## src/rtl/ssp_pkg.sv

```systemverilog
// Shared definitions for the SSP register master: slave register map,
// transfer direction encoding, register reset values and FSM states.
package ssp_pkg;

    localparam logic [2:0] UCR = 3'd0;
    localparam logic [2:0] USR = 3'd1;
    localparam logic [2:0] RDR = 3'd2;
    localparam logic [2:0] TDR = 3'd3;
    localparam logic [2:0] SPR = 3'd4;

    localparam logic READ  = 1'b0;
    localparam logic WRITE = 1'b1;

    localparam logic [11:0] UCR_RST = 12'h000;
    localparam logic [11:0] USR_RST = 12'h000;
    localparam logic [11:0] RDR_RST = 12'h000;
    localparam logic [11:0] TDR_RST = 12'h000;
    localparam logic [11:0] SPR_RST = 12'h000;

    typedef enum logic [2:0] {
        ST_IDLE,
        ST_SETUP,
        ST_ACCESS,
        ST_WAIT,
        ST_RESP,
        ST_GAP
    } ssp_state_e;

    // Down-counter preload for a state lasting n cycles; exit happens at zero.
    function automatic logic [3:0] cyc_load(input int n);
        return (n > 0) ? 4'(n - 1) : 4'd0;
    endfunction

endpackage

```

## src/rtl/ssp_cyc_counter.sv

```systemverilog
// 4-bit down-counter timing the ACCESS, WAIT and GAP states.
module ssp_cyc_counter (
    input  logic       Clk,
    input  logic       Rst_n,
    input  logic       i_load,
    input  logic [3:0] i_load_val,
    input  logic       i_dec,
    output logic       o_zero
);

    logic [3:0] r_cnt;

    always_ff @(posedge Clk or negedge Rst_n) begin
        if (!Rst_n) begin
            r_cnt <= 4'd0;
        end else if (i_load) begin
            r_cnt <= i_load_val;
        end else if (i_dec && (r_cnt != 4'd0)) begin
            r_cnt <= r_cnt - 4'd1;
        end
    end

    assign o_zero = (r_cnt == 4'd0);

endmodule

```

## src/rtl/ssp_reg_master.sv

```systemverilog
// Request/response front end that sequences single register accesses on the SSP bus.
//   state  | meaning
//   IDLE   | waiting for a request, req_ready high
//   SETUP  | address/direction/data presented, select still low
//   ACCESS | select high ACC_CYC cycles, EOC on the last one
//   WAIT   | read only: select held RD_DLY cycles before SSP_DO is sampled
//   RESP   | rsp_valid held until rsp_ready
//   GAP    | GAP_CYC quiet cycles before the next request
module ssp_reg_master
    import ssp_pkg::*;
#(
    parameter int ACC_CYC = 2,
    parameter int RD_DLY  = 2,
    parameter int GAP_CYC = 1
) (
    input  logic        Clk,
    input  logic        Rst_n,
    input  logic        req_valid,
    output logic        req_ready,
    input  logic        req_wnr,
    input  logic [2:0]  req_ra,
    input  logic [11:0] req_wdata,
    output logic        rsp_valid,
    input  logic        rsp_ready,
    output logic [11:0] rsp_rdata,
    output logic        rsp_wnr,
    output logic        SSP_SSEL,
    output logic        SSP_EOC,
    output logic [2:0]  SSP_RA,
    output logic        SSP_WnR,
    output logic [11:0] SSP_DI,
    input  logic [11:0] SSP_DO,
    output logic        busy
);

    localparam logic HAS_WAIT = (RD_DLY > 0);
    localparam logic HAS_GAP  = (GAP_CYC > 0);

    ssp_state_e  r_state;
    ssp_state_e  w_next;
    logic        r_wnr;
    logic [2:0]  r_ra;
    logic [11:0] r_wdata;
    logic [11:0] r_rdata;
    logic        w_load;
    logic [3:0]  w_load_val;
    logic        w_dec;
    logic        w_zero;
    logic        w_accept;
    logic        w_acc_last;
    logic        w_wait_last;

    ssp_cyc_counter u_cyc_counter (
        .Clk        (Clk),
        .Rst_n      (Rst_n),
        .i_load     (w_load),
        .i_load_val (w_load_val),
        .i_dec      (w_dec),
        .o_zero     (w_zero)
    );

    assign w_accept    = (r_state == ST_IDLE) && req_valid;
    assign w_acc_last  = (r_state == ST_ACCESS) && w_zero;
    assign w_wait_last = (r_state == ST_WAIT) && w_zero;
    assign w_dec       = (r_state == ST_ACCESS) || (r_state == ST_WAIT) || (r_state == ST_GAP);

    always_ff @(posedge Clk or negedge Rst_n) begin
        if (!Rst_n) begin
            r_state <= ST_IDLE;
        end else begin
            r_state <= w_next;
        end
    end

    always_comb begin
        w_next     = r_state;
        w_load     = 1'b0;
        w_load_val = 4'd0;
        case (r_state)
            ST_IDLE: begin
                if (req_valid) begin
                    w_next = ST_SETUP;
                end
            end
            ST_SETUP: begin
                w_next     = ST_ACCESS;
                w_load     = 1'b1;
                w_load_val = cyc_load(ACC_CYC);
            end
            ST_ACCESS: begin
                if (w_zero) begin
                    if ((r_wnr == WRITE) || !HAS_WAIT) begin
                        w_next = ST_RESP;
                    end else begin
                        w_next     = ST_WAIT;
                        w_load     = 1'b1;
                        w_load_val = cyc_load(RD_DLY);
                    end
                end
            end
            ST_WAIT: begin
                if (w_zero) begin
                    w_next = ST_RESP;
                end
            end
            ST_RESP: begin
                if (rsp_ready) begin
                    if (HAS_GAP) begin
                        w_next     = ST_GAP;
                        w_load     = 1'b1;
                        w_load_val = cyc_load(GAP_CYC);
                    end else begin
                        w_next = ST_IDLE;
                    end
                end
            end
            ST_GAP: begin
                if (w_zero) begin
                    w_next = ST_IDLE;
                end
            end
            default: w_next = ST_IDLE;
        endcase
    end

    // Request fields stay latched until the next acceptance, so the SSP bus
    // is stable from SETUP through RESP without extra hold logic.
    always_ff @(posedge Clk or negedge Rst_n) begin
        if (!Rst_n) begin
            r_wnr   <= READ;
            r_ra    <= UCR;
            r_wdata <= UCR_RST;
        end else if (w_accept) begin
            r_wnr   <= req_wnr;
            r_ra    <= req_ra;
            r_wdata <= req_wdata;
        end
    end

    always_ff @(posedge Clk or negedge Rst_n) begin
        if (!Rst_n) begin
            r_rdata <= 12'h000;
        end else if (w_acc_last) begin
            if (r_wnr == WRITE) begin
                r_rdata <= 12'h000;
            end else if (!HAS_WAIT) begin
                r_rdata <= SSP_DO;
            end
        end else if (w_wait_last) begin
            r_rdata <= SSP_DO;
        end
    end

    // Gated with Rst_n so the handshake is closed while reset is held.
    assign req_ready = (r_state == ST_IDLE) && Rst_n;
    assign busy      = (r_state != ST_IDLE);
    assign rsp_valid = (r_state == ST_RESP);
    assign rsp_rdata = r_rdata;
    assign rsp_wnr   = r_wnr;
    assign SSP_SSEL  = (r_state == ST_ACCESS) || (r_state == ST_WAIT);
    assign SSP_EOC   = w_acc_last;
    assign SSP_RA    = r_ra;
    assign SSP_WnR   = r_wnr;
    assign SSP_DI    = r_wdata;

endmodule

```

## config.mk

```make
export PLATFORM = sky130hd
export DESIGN_NAME = ssp_reg_master
export DESIGN_NICKNAME = d
export VERILOG_FILES = /design/src/rtl/ssp_pkg.sv /design/src/rtl/ssp_cyc_counter.sv /design/src/rtl/ssp_reg_master.sv
export SDC_FILE = /design/constraint.sdc
export NUM_CORES = 1
export LEC_CHECK = 0
export BUFFER_PORTS_ARGS = -buffer_cell sky130_fd_sc_hd__buf_2
export CAP_MARGIN = 20
export CORE_MARGIN = 2
export CORE_UTILIZATION = 45
export DETAILED_ROUTE_END_ITERATION = 8
export GPL_ROUTABILITY_DRIVEN = 0
export PLACE_DENSITY = 0.79
export SETUP_SLACK_MARGIN = 0.15
export SLEW_MARGIN = 30
export SYNTH_ARGS = -nofsm -noshare
export SYNTH_HDL_FRONTEND = slang
export SYNTH_SLANG_ARGS = --single-unit
```

## constraint.sdc

```tcl
create_clock -name Clk -period 2.1 [get_ports Clk]
set_clock_uncertainty 0.15 [all_clocks]
set_input_delay 0.315 -clock Clk [delete_from_list [all_inputs] [get_ports Clk]]
set_output_delay 0.315 -clock Clk [all_outputs]
set_load 0.01 [all_outputs]
```

==> impl_results.rst <==
.. list-table::
   :header-rows: 1

   * - Metric
     - Value
   * - Capturing element type of the critical path
     - register
   * - First-pass GRT wire length
     - 5590 um
   * - Clk slew on worst S/H paths
     - between 0.1 and 0.15 ns
   * - Number of DRC markers after the initial detailed-route iteration
     - 53
   * - Maximum number of pins on one net before global-route repair
     - 36
   * - Number of levels the H-tree was split into
     - 2
   * - Minimum clock period after layout
     - 1.99 ns
   * - Final hold vios
     - 0
   * - Routed wire length
     - about 3300 um
   * - Synthesized cell area
     - about 0.0015 mm^2
   * - Die span in y
     - ~62 um
   * - Compound-Gate Fraction of Synth Area
     - 0.130
   * - Most frequent cells in the layout
     - buf_2, dfrtp_1, mux2_2
   * - Worst-skew pair later-pin latency
     - 0.33 ns
   * - Die ar.
     - just under 0.004 mm^2
   * - Number of cell rows
     - 21
   * - Startpoint type of the worst setup path
     - register
   * - Port Buffers
     - between 60 and 70
   * - Required @ worst endpoint
     - approximately 2.2 ns
   * - Achievable Freq
     - a little over 500 MHz
   * - Number of remaining DRC errors
     - 0
   * - Final period util
     - 0.947
   * - Synth-to-Final Area Change
     - 31.4%
   * - Average detailed-routed wire length per instance
     - 13.6 um
   * - Setup Viol. Count Final
     - 0
   * - Initial core utilization
     - 0.465
   * - Antenna fix cells
     - 0
   * - Synth Area in Simple Gates
     - 0.100
   * - Detailed-router iteration count before antenna repair
     - 4
   * - Post-synthesis net count
     - 153
   * - Detail Route Antenna Nets
     - 0
   * - Post-route worst hold slack
     - 0.0578 ns
   * - Commonest non-fill, non-tap cell in the layout
     - buf_2
   * - Via count of the first global-routing pass
     - 1250
   * - Avg Vias per Cell
     - approximately 5.1
   * - CTS sink cnt
     - 35
   * - Share of post-route cells with drive strength above 1
     - 0.564
   * - Final cell utilization of the core
     - 0.611
   * - Core Box Area
     - 0.00328 mm^2
   * - Highest routing layer actually used
     - met4
   * - Delay contributed by the slowest stage of the critical path
     - about 0.41 ns
   * - Largest fanout on the critical path
     - 5
   * - Adder-cell area share of the yosys netlist
     - 0.0164
   * - Post-Synthesis Cells
     - between 100 and 150
   * - Series of cell instances along the critical path
     - inv_2 > ha_4 > nor3b_4 > buf_4 > buf_4 > o21ba_2 > xnor2_1 > a2bb2o_1
   * - Portion of netlist area occupied by mux cells
     - 0.131
   * - Number of top-level pins
     - between 60 and 70
   * - Crit-path most repeated cell
     - buf_4
   * - P per Cell Area
     - roughly 1600 mW/mm^2
   * - Routed length on met2
     - approximately 1600 um
   * - Number of warnings printed during yosys synthesis
     - 0
   * - Antenna violations before repair
     - 0
   * - Metal-1 WL
     - between 1000 and 1500 um
   * - Number of filler instances in the final layout
     - roughly 260
   * - Status
     - complete, no violations
   * - GRT Total Usage
     - 0.184
   * - DP Wirelength
     - ~2400 um
   * - Post-synthesis share of cell area spent on xor and xnor gates
     - 0.00574
   * - Max Transition Viols Final
     - 0
   * - Residual overflow from global routing
     - 0
   * - Total number of vias
     - between 1000 and 1500
   * - Maximum ir drop on the vdd rail
     - 0.773 mV
   * - Worst slew pin tran
     - 0.427 ns
   * - Class of the tightest hold or removal check
     - in -> reg
   * - Number of flip-flops and latches in the synthesized netlist
     - 35
   * - Proportion of synthesized chip area in sequential cells
     - 0.574
   * - Cell with the largest stage delay on the worst path
     - dfrtp_1
   * - Setup repair after global routing missed its margin
     - yes
   * - Final #Nets
     - around 230
   * - Max_cap viols
     - 0
   * - Horizontal die dimension
     - between 60 and 70 um
   * - Critical Setup Path Class
     - reg -> reg
   * - Number of buffers created by CTS
     - 5
   * - CTS tree
     - built
   * - Netlist cell types
     - 31
   * - Largest buffer count on any clock path
     - 2
   * - Wire length on met3
     - around 250 um
   * - Combinational family with the most area after synthesis
     - multiplexers
   * - Worst slew margin relative to its limit
     - 0.716
   * - Reported leakage power
     - between 0.001 and 0.0015 uW
   * - Aggregate negative setup slack
     - 0 ns
   * - Mean area per synthesized cell
     - around 13 um^2
   * - Worst Path Arrival
     - between 2 and 2.5 ns
   * - Clock tree root buffer cell
     - clkbuf_4
==> report_power, final <==
group / switching, uW / leakage [uW] / internal, uW
registers: 218 / 0.000431 / 1010
logic: 761 / 0.000585 / 823
clock network: 212 / 0.0000293 / 131
total: 1190 / 0.00105 / 1960
==> stage by stage <==
| stage | instances | power [uW] | setup slack [ns] | instance area (um^2) |
|---|---|---|---|---|
| 2_1_floorplan | 119 | 2220 | 0.292 | 1530 |
| 3_3_place_gp | 226 | 2650 | 0.279 | 1890 |
| 3_5_place_dp | 226 | 2720 | 0.194 | 1890 |
| 4_1_cts | 240 | 3150 | 0.151 | 1990 |
| 5_1_grt | 241 | 3390 | 0.0574 | 2010 |
| 6_report | 241 | 3160 | 0.111 | 2010 |
==> cell families after synthesis <==
| logic type | after synthesis |
|---|---|
| AND/OR/NAND/NOR | 26 |
| flip-flops | 35 |
| multiplexers | 18 |
| buffers and inverters | 11 |
| XOR/XNOR | 1 |
| AO/OA/AOI/OAI | 26 |
| adder cells (fa/ha/maj) | 2 |
==> registers in the layout, summed over array words and instances, names as in the netlist <==
name,cells
SSP_WnR,1
rsp_rdata,12
r_state,3
SSP_DI,12
u_cyc_counter.r_cnt,4
SSP_RA,3
==> per-layer routing <==
metal,vias up,track usage
met5,-,0
met4,0,0.0667
met3,4,0.0598
met2,44,0.306
met1,606,0.225
li1,568,-
==> worst max-delay path, delay by kind of cell, from the launching register on <==
| kind | cells | cell delay [ns] |
|---|---|---|
| AND/OR/NAND/NOR | 1 | 0.23 |
| AO/OA/AOI/OAI | 2 | 0.45 |
| adder cells (fa/ha/maj) | 1 | 0.12 |
| XOR/XNOR | 1 | 0.13 |
| flip-flops | 1 | 0.41 |
| buffers and inverters | 3 | 0.39 |
==> area by class of cell <==
class / count / area [um^2] / share of cell area
Clock buffer: 7 / 45.0 / 0.0225
Clock inverter: 1 / 5.00 / 0.00250
Inverter: 3 / 11.3 / 0.00561
Multi-Input combinational cell: 73 / 601 / 0.299
Sequential cell: 35 / 876 / 0.437
Tap cell: 46 / 57.6 / 0.0287
Timing Repair Buffer: 76 / 410 / 0.205
==> synth_stat cells, drive strengths merged <==
cell type | instances | share of area
a211oi | 1 | 0.0049
a21oi | 2 | 0.0066
a22o | 12 | 0.071
a2bb2o | 1 | 0.0066
a31oi | 1 | 0.0041
and2 | 2 | 0.0082
and3 | 1 | 0.0049
and3b | 1 | 0.0057
buf | 8 | 0.035
dfrtp | 35 | 0.57
ha | 2 | 0.016
inv | 3 | 0.0074
mux2 | 16 | 0.12
mux2i | 2 | 0.013
nand2 | 4 | 0.011
nor2 | 11 | 0.027
nor2b | 2 | 0.013
nor3 | 2 | 0.0066
nor3b | 2 | 0.017
o211a | 1 | 0.0066
o21ai | 6 | 0.020
o21ba | 1 | 0.0066
o22ai | 1 | 0.0041
or2 | 1 | 0.0057
xnor2 | 1 | 0.0057
==> what timing repair did <==
action	CTS	global route
hold buffers	1	0
hold endpoints to repair	35	0
buffers inserted	5	1
gates resized for setup	3	2
cloned	0	0
setup endpoints to repair	1	12
pin swaps	1	0
==> worst paths after layout <==
kind,from,end,slack [ns],cells past startpoint
max in group asynchronous,Rst_n,r_state[1],1.07,3
worst max register to register,u_cyc_counter.r_cnt[0],u_cyc_counter.r_cnt[0],0.11,8
min in group asynchronous,Rst_n,u_cyc_counter.r_cnt[3],0.41,3
worst min register to register,rsp_rdata[11],rsp_rdata[11],0.36,1
worst min-delay path,SSP_DO[0],rsp_rdata[0],0.06,2
worst max-delay path,u_cyc_counter.r_cnt[0],u_cyc_counter.r_cnt[0],0.11,8
Note: power is estimated with default switching activity, not from simulation.
